File: src/rtl/mem_stage.sv
// Memory-access stage: passes ALU results through to writeback, or runs one
// load/store over a req/ack data-memory port while stalling the upstream stages.
module mem_stage #(
    parameter int ARQ     = 16,
    parameter int RD_W    = 4,
    parameter int TIMEOUT = 15
) (
    input  logic            clk,
    input  logic            rst,
    input  logic            valid_in,
    input  logic            mem_read,
    input  logic            mem_write,
    input  logic            reg_write,
    input  logic [RD_W-1:0] rd_in,
    input  logic [ARQ-1:0]  alu_result,
    input  logic [ARQ-1:0]  srcdest,
    input  logic            flush,
    output logic            stall,
    output logic            dm_req,
    output logic            dm_we,
    output logic [ARQ-1:0]  dm_addr,
    output logic [ARQ-1:0]  dm_wdata,
    input  logic [ARQ-1:0]  dm_rdata,
    input  logic            dm_ack,
    output logic            wb_valid,
    output logic            wb_reg_write,
    output logic [RD_W-1:0] wb_rd,
    output logic [ARQ-1:0]  wb_data,
    output logic            err
);

    typedef enum logic {IDLE, WAIT_ACK} state_t;

    localparam int CW = 8;
    localparam logic [CW-1:0] CNT_LAST = CW'(TIMEOUT - 1);

    state_t          state_q;
    logic [CW-1:0]   cnt_q, cnt_d;
    logic            is_load_q;
    logic            rw_q;
    logic            squash_q;
    logic [RD_W-1:0] rd_q;

    logic            dm_req_q, dm_we_q;
    logic [ARQ-1:0]  dm_addr_q, dm_wdata_q;
    logic            wb_valid_q, wb_reg_write_q;
    logic [RD_W-1:0] wb_rd_q;
    logic [ARQ-1:0]  wb_data_q;
    logic            err_q;

    logic is_mem_op, is_illegal, kill;

    assign cnt_d      = cnt_q + CW'(1);
    assign is_illegal = mem_read & mem_write;
    assign is_mem_op  = mem_read ^ mem_write;
    // A flush arriving on the ack edge still squashes the register write.
    assign kill       = squash_q | flush;

    always_ff @(posedge clk or negedge rst) begin
        if (!rst) begin
            state_q        <= IDLE;
            cnt_q          <= '0;
            is_load_q      <= 1'b0;
            rw_q           <= 1'b0;
            squash_q       <= 1'b0;
            rd_q           <= '0;
            dm_req_q       <= 1'b0;
            dm_we_q        <= 1'b0;
            dm_addr_q      <= '0;
            dm_wdata_q     <= '0;
            wb_valid_q     <= 1'b0;
            wb_reg_write_q <= 1'b0;
            wb_rd_q        <= '0;
            wb_data_q      <= '0;
            err_q          <= 1'b0;
        end else begin
            wb_valid_q     <= 1'b0;
            wb_reg_write_q <= 1'b0;
            case (state_q)
                IDLE: begin
                    if (valid_in && !flush) begin
                        if (is_illegal) begin
                            wb_valid_q <= 1'b1;
                            wb_rd_q    <= rd_in;
                            wb_data_q  <= alu_result;
                            err_q      <= 1'b1;
                        end else if (is_mem_op) begin
                            is_load_q  <= mem_read;
                            rw_q       <= reg_write & ~mem_write;
                            rd_q       <= rd_in;
                            squash_q   <= 1'b0;
                            cnt_q      <= '0;
                            dm_req_q   <= 1'b1;
                            dm_we_q    <= mem_write;
                            dm_addr_q  <= alu_result;
                            dm_wdata_q <= srcdest;
                            state_q    <= WAIT_ACK;
                        end else begin
                            wb_valid_q     <= 1'b1;
                            wb_reg_write_q <= reg_write;
                            wb_rd_q        <= rd_in;
                            wb_data_q      <= alu_result;
                        end
                    end
                end
                WAIT_ACK: begin
                    if (dm_ack) begin
                        dm_req_q       <= 1'b0;
                        state_q        <= IDLE;
                        wb_valid_q     <= 1'b1;
                        wb_reg_write_q <= rw_q & ~kill;
                        wb_rd_q        <= rd_q;
                        wb_data_q      <= is_load_q ? dm_rdata : dm_addr_q;
                    end else if (cnt_q == CNT_LAST) begin
                        // Abort: retire the instruction without a register write.
                        dm_req_q   <= 1'b0;
                        state_q    <= IDLE;
                        wb_valid_q <= 1'b1;
                        wb_rd_q    <= rd_q;
                        wb_data_q  <= dm_addr_q;
                        err_q      <= 1'b1;
                    end else begin
                        cnt_q <= cnt_d;
                        if (flush) squash_q <= 1'b1;
                    end
                end
                default: state_q <= IDLE;
            endcase
        end
    end

    assign stall        = (state_q == WAIT_ACK);
    assign dm_req       = dm_req_q;
    assign dm_we        = dm_we_q;
    assign dm_addr      = dm_addr_q;
    assign dm_wdata     = dm_wdata_q;
    assign wb_valid     = wb_valid_q;
    assign wb_reg_write = wb_reg_write_q;
    assign wb_rd        = wb_rd_q;
    assign wb_data      = wb_data_q;
    assign err          = err_q;

endmodule

File: config.mk
export PLATFORM = sky130hd
export DESIGN_NAME = mem_stage
export DESIGN_NICKNAME = d
export VERILOG_FILES = /design/src/rtl/mem_stage.sv
export SDC_FILE = /design/constraint.sdc
export NUM_CORES = 1
export LEC_CHECK = 0
export ABC_CLOCK_PERIOD_IN_PS = 5000
export BUFFER_PORTS_ARGS = -buffer_cell sky130_fd_sc_hd__buf_2
export CAP_MARGIN = 0
export CORE_MARGIN = 8
export CORE_UTILIZATION = 45
export DETAILED_ROUTE_END_ITERATION = 10
export GPL_ROUTABILITY_DRIVEN = 0
export PLACE_DENSITY = 0.83
export SLEW_MARGIN = 15
export SYNTH_ARGS = -nofsm -noshare
export SYNTH_HDL_FRONTEND = slang
export SYNTH_SLANG_ARGS = --single-unit
File: constraint.sdc
create_clock -name clk -period 5 [get_ports clk]
set_input_delay 0.75 -clock clk [delete_from_list [all_inputs] [get_ports clk]]
set_output_delay 0.75 -clock clk [all_outputs]
set_load 0.05 [all_outputs]
# Word-level counts from Yosys, hierarchy flattened
# Cells that the tools add are included.
# word_totals
out_inout_bits	58
word_cells	98
ff_bits	73
input_bits	60
# op_classes
reduce_logical	8
mux	54
n_eq_ne	11
addsub	1
bitwise_logic	9
# op_table
op	count
2-to-1 mux 16 bit	6
2-to-1 mux 8 bit	5
one-hot mux 16 bit (2 select lines)	1
2-to-1 mux 1 bit	29
2-to-1 mux 4 bit	5
one-hot mux 8 bit (2 select lines)	1
inequality test 2 bit (second input constant)	7
one-hot mux 1 bit (2 select lines)	6
AND reduction 4 bit	3
adder 8 x 1 -> 8 bit (second input constant)	1
equality test 8 x 4 -> 1 bit (second input constant)	1
one-hot mux 4 bit (2 select lines)	1
AND reduction 6 bit	1
AND reduction 5 bit	1
inverter 1 bit	4
AND 1 bit	3
inequality test 3 x 2 -> 1 bit (second input constant)	1
inequality test 3 bit (second input constant)	1
AND reduction 3 bit	1
inequality test 2 x 1 -> 1 bit (second input constant)	1
logical AND 1 bit	1
logical NOT 1 bit	1
bitwise OR 1 bit	1
XOR 1 bit	1

# Depth between registers and ports, before layout
# logic_depth
word_depth	5
ltp_mapped	7
depth_no_buf	6

# Least setup slack after synthesis
# Ideal clock, no wire load.
# synth_path
kind	in2reg
start	input port mem_read
end	register wb_data_q[8] (netlist: wb_data[8])
arrival_time_ns	1.938
path_buffers	1
cell_stages	6
setup_slack_ns	2.930
setup_ns	0.132
required_ns	4.868
path_cell_list	ha_1 nor4b_4 a211oi_2 buf_6 a22oi_1 o21ai_1
# synth_via
elab_chain_cells	4
word_cells_on_any_way	7
cone_classes	eq/ne: 1; mux: 3; bitwise: 2; reduce/logical: 1
# synth_rtl
element	line_no	text
start, declared	11	input logic mem_read,
AND 1 bit	54	assign is_illegal = mem_read & mem_write;
2-to-1 mux 16 bit	82	if (is_illegal) begin
2-to-1 mux 16 bit	81	if (valid_in && !flush) begin
one-hot mux 16 bit (2 select lines)	79	case (state_q)
end signal, assigned	85	wb_data_q <= alu_result;
end signal, assigned	102	wb_data_q <= alu_result;
end signal, assigned	113	wb_data_q <= is_load_q ? dm_rdata : dm_addr_q;
end, declared	48	logic [ARQ-1:0] wb_data_q;
# Parallel ways exist; a longest one is shown, timed or not. The select of a mux whose other input is x is not followed.
# A chain may end at the register's enable or synchronous reset.

# Final worst setup path
# layout_path
start	input port mem_write
end	register cnt_q[3]
# layout_via
elab_chain_cells	3
word_cells_on_any_way	5
cone_classes	eq/ne: 2; bitwise: 2; reduce/logical: 1
# layout_rtl
element	line_no	text
start, declared	12	input logic mem_write,
AND 1 bit / XOR 1 bit (equally long branches)	54, 55	
inequality test 2 bit (no line)	-	
AND reduction 5 bit (no line) *	-	
end signal, assigned	123	cnt_q <= cnt_d;
end, declared	38	logic [CW-1:0] cnt_q, cnt_d;
# Mark *: on every way between the ends. The rest lies on a longest branch, timed or not.

==> impl_metrics.env <==
export IMPL_rsz0062_at_grt="no"
export IMPL_cts_setup_buffers=0
export IMPL_yosys_warnings=0
export IMPL_path_cells="buf_2, ha_1, nand4bb_1, nor2_4, nor2_1, a211o_1"
export IMPL_crit_type="in2reg"
export IMPL_hold_viol=0
export IMPL_power_density_nw_per_um2=543
export IMPL_clkTransAtPathRegs_ns=0.08
export IMPL_dp_cells=553
export IMPL_ys_flop_type="dfrtp_1"
export IMPL_cts_tree="done"
export IMPL_synth_avg_cell_area_sq_um=9.96
export IMPL_crit_family="simple AND/OR/NAND/NOR gates"
export IMPL_holdBufCountCts=0
export IMPL_drtAntennaViolNets=0
export IMPL_netlist_area_leader_share=0.527
export IMPL_grt_max_degree=45
export IMPL_drv_cap=0
export IMPL_avgViaCountPerCell=5.20
export IMPL_row_count=32
export IMPL_hold_slack_ns=0.454
export IMPL_syn_nets=411
export IMPL_drcViolationCount=0
export IMPL_r2r_start="stall"
export IMPL_ys_types=41
export IMPL_cts_made_buffers=9
export IMPL_drt_iter0_markers=133
export IMPL_ir_worst_vdd_mv=0.222
export IMPL_fmax_ghz=0.387
export IMPL_ys_seq_area_frac=0.527
export IMPL_hpwl_mm=6.53
export IMPL_fin_skew_ns=0.0123
export IMPL_diodes=0
export IMPL_path_buf_inv=1
export IMPL_stdcell_count=569
export IMPL_cts_resized=0
export IMPL_die_y_um=104
export IMPL_hold_path_class="in2async"
export IMPL_cp_max_fo=44
export IMPL_r2r_end="cnt_q[3]"
export IMPL_tightest_slew_ns=1.04
export IMPL_crit_end="cnt_q[3]"
export IMPL_max_stage_delay_ns=0.81
export IMPL_status="complete, no violations"
export IMPL_num_vias=2956
export IMPL_cts_sinks=73
export IMPL_synth_seq_cells=73
export IMPL_ys_async_sr_fraction=1.00
export IMPL_io_buffer_count=117
export IMPL_grt_overflow_total=0
export IMPL_finalSetupViolCount=0
export IMPL_drive_gt1_frac=0.345
export IMPL_grt_usage=0.174
export IMPL_crit_arrival_ns=2.80
export IMPL_antenna_found_initial=0
export IMPL_io_pin_count=118
export IMPL_synth_area_sq_um=3460
export IMPL_drt_total_wl_mm=9.30
export IMPL_drv_slew=0
export IMPL_cts_root_buf="clkbuf_8"
export IMPL_cpMaxStageDelayCell="nor2_4"
export IMPL_core_area_sq_um=7610
export IMPL_reg2reg_slack_ns=2.72
export IMPL_fp_dieW_um=104
export IMPL_drtPass1Iterations=5
export IMPL_post_drt_wl_per_cell_um=16.3
export IMPL_slew_headroom=0.308
export IMPL_grt_pass1_wl_mm=15.7
export IMPL_grt_pass1_vias=3139
export IMPL_nets=525
export IMPL_htreeDepth=3
export IMPL_min_period_ns=2.58
export IMPL_rr_worst_depth=4
export IMPL_initial_utilization=0.455
export IMPL_die_area_sq_um=10800
export IMPL_critPathRequiredTime_ns=5.22
export IMPL_path_depth=6
export IMPL_clock_path_buffers=2
export IMPL_ys_top_cells_by_area="dfrtp_1, nand2_1, mux2i_1"
export IMPL_ys_top_cells_by_count="nand2_1, dfrtp_1, o21ai_1, mux2i_1, a22oi_1"
export IMPL_period_share=0.517
export IMPL_clk_latency_ns=0.34
export IMPL_areaGrowthSynthToFinish_pct=24.7
export IMPL_startpoint_type="input pin"
export IMPL_tns_ns=0
export IMPL_synth_edff_count=0
export IMPL_postSynthCellCount=348
export IMPL_end_kind="flop"
export IMPL_synth_top_cell_by_area="dfrtp_1"
export IMPL_synth_most_common_cell="nand2_1"
export IMPL_crit_path_start="mem_write"
export IMPL_p_leak_uw=0.00218
through the flow:
stage | util | area [sq um] | setup slack, ns | total power, uW
6_report | 0.568 | 4320 | 2.42 | 2350
5_1_grt | 0.568 | 4320 | 2.30 | 2470
4_1_cts | 0.568 | 4320 | 2.42 | 2370
3_5_place_dp | 0.539 | 4100 | 2.07 | 1880
3_3_place_gp | 0.539 | 4100 | 2.17 | 1840
2_1_floorplan | - | 3460 | 2.93 | 1610
cell type report:
class | instances | area [sq um]
Fill cell | 692 | 3290
Tap cell | 102 | 128
Timing Repair Buffer | 122 | 623
Multi-Input combinational cell | 255 | 1520
Sequential cell | 73 | 1830
Inverter | 1 | 3.75
Clock inverter | 4 | 50.0
Clock buffer | 12 | 165
where the power goes:
part / switching [uW] / internal, uW
logic: 706 / 267
registers: 132 / 754
clock network: 217 / 271
total: 1060 / 1290
per-layer routing:
layer | track usage | wire length, um | up-vias
met5 | 0 | 0 | -
met4 | 0.0476 | 102 | 0
met3 | 0.0496 | 464 | 10
met2 | 0.295 | 4560 | 82
met1 | 0.210 | 4170 | 1442
li1 | - | - | 1422
cell usage in the layout, fill, tap and decap left out, types with 2 or more instances in the layout:
master,n
a21o_1,3
a21oi_1,2
a22o_1,2
a22oi_1,20
buf_2,117
buf_4,5
clkbuf_8,12
clkinvlp_4,2
dfrtp_1,73
ha_1,3
mux2_2,17
mux2i_1,21
nand2_1,123
nand2b_1,2
nand3_1,5
nand3b_1,2
nand4bb_1,2
nor2_1,5
nor3b_1,2
o21ai_1,23
o22ai_1,2
o31ai_1,3
or2_1,2
worst reg2reg max path: cells and delay by family, from the launching register on:
kind | cells | cell delay (ns)
and+or+nand+nor | 3 | 1.34
AOI/OAI and AO/OA | 1 | 0.35
DFF | 1 | 0.46
how the worst min path moves through the flow:
stage / cells after the start / to / slack [ns]
floorplan: 1 / wb_reg_write / 0.43
CTS: 1 / dm_addr[5] / 0.48
global placement: 2 / dm_wdata[1] / 0.45
detailed placement: 2 / dm_wdata[4] / 0.46
global route: 2 / dm_wdata[2] / 0.50
finish: 1 / wb_data[3] / 0.45
flip-flops by register name (all words and copies together) (netlist names):
register and cells:
dm_we 1, err 1, wb_rd 4, dm_req 1
wb_reg_write 1, dm_addr 16, wb_valid 1, is_load_q 1
wb_data 16, dm_wdata 16, cnt_q 8, stall 1
rw_q 1, squash_q 1, rd_q 4
kinds of logic (layout without fill, tap and decap cells):
| group | count (synthesis) | count (layout) | synth area share |
|---|---|---|---|
| buf+inv | 20 | 139 | 0.0347 |
| compound gates | 59 | 59 | 0.111 |
| mux | 38 | 38 | 0.116 |
| fa+ha+maj | 3 | 3 | 0.0108 |
| simple gates | 155 | 155 | 0.200 |
| flops | 73 | 73 | 0.527 |
Note: power is estimated with default switching activity, not from simulation.
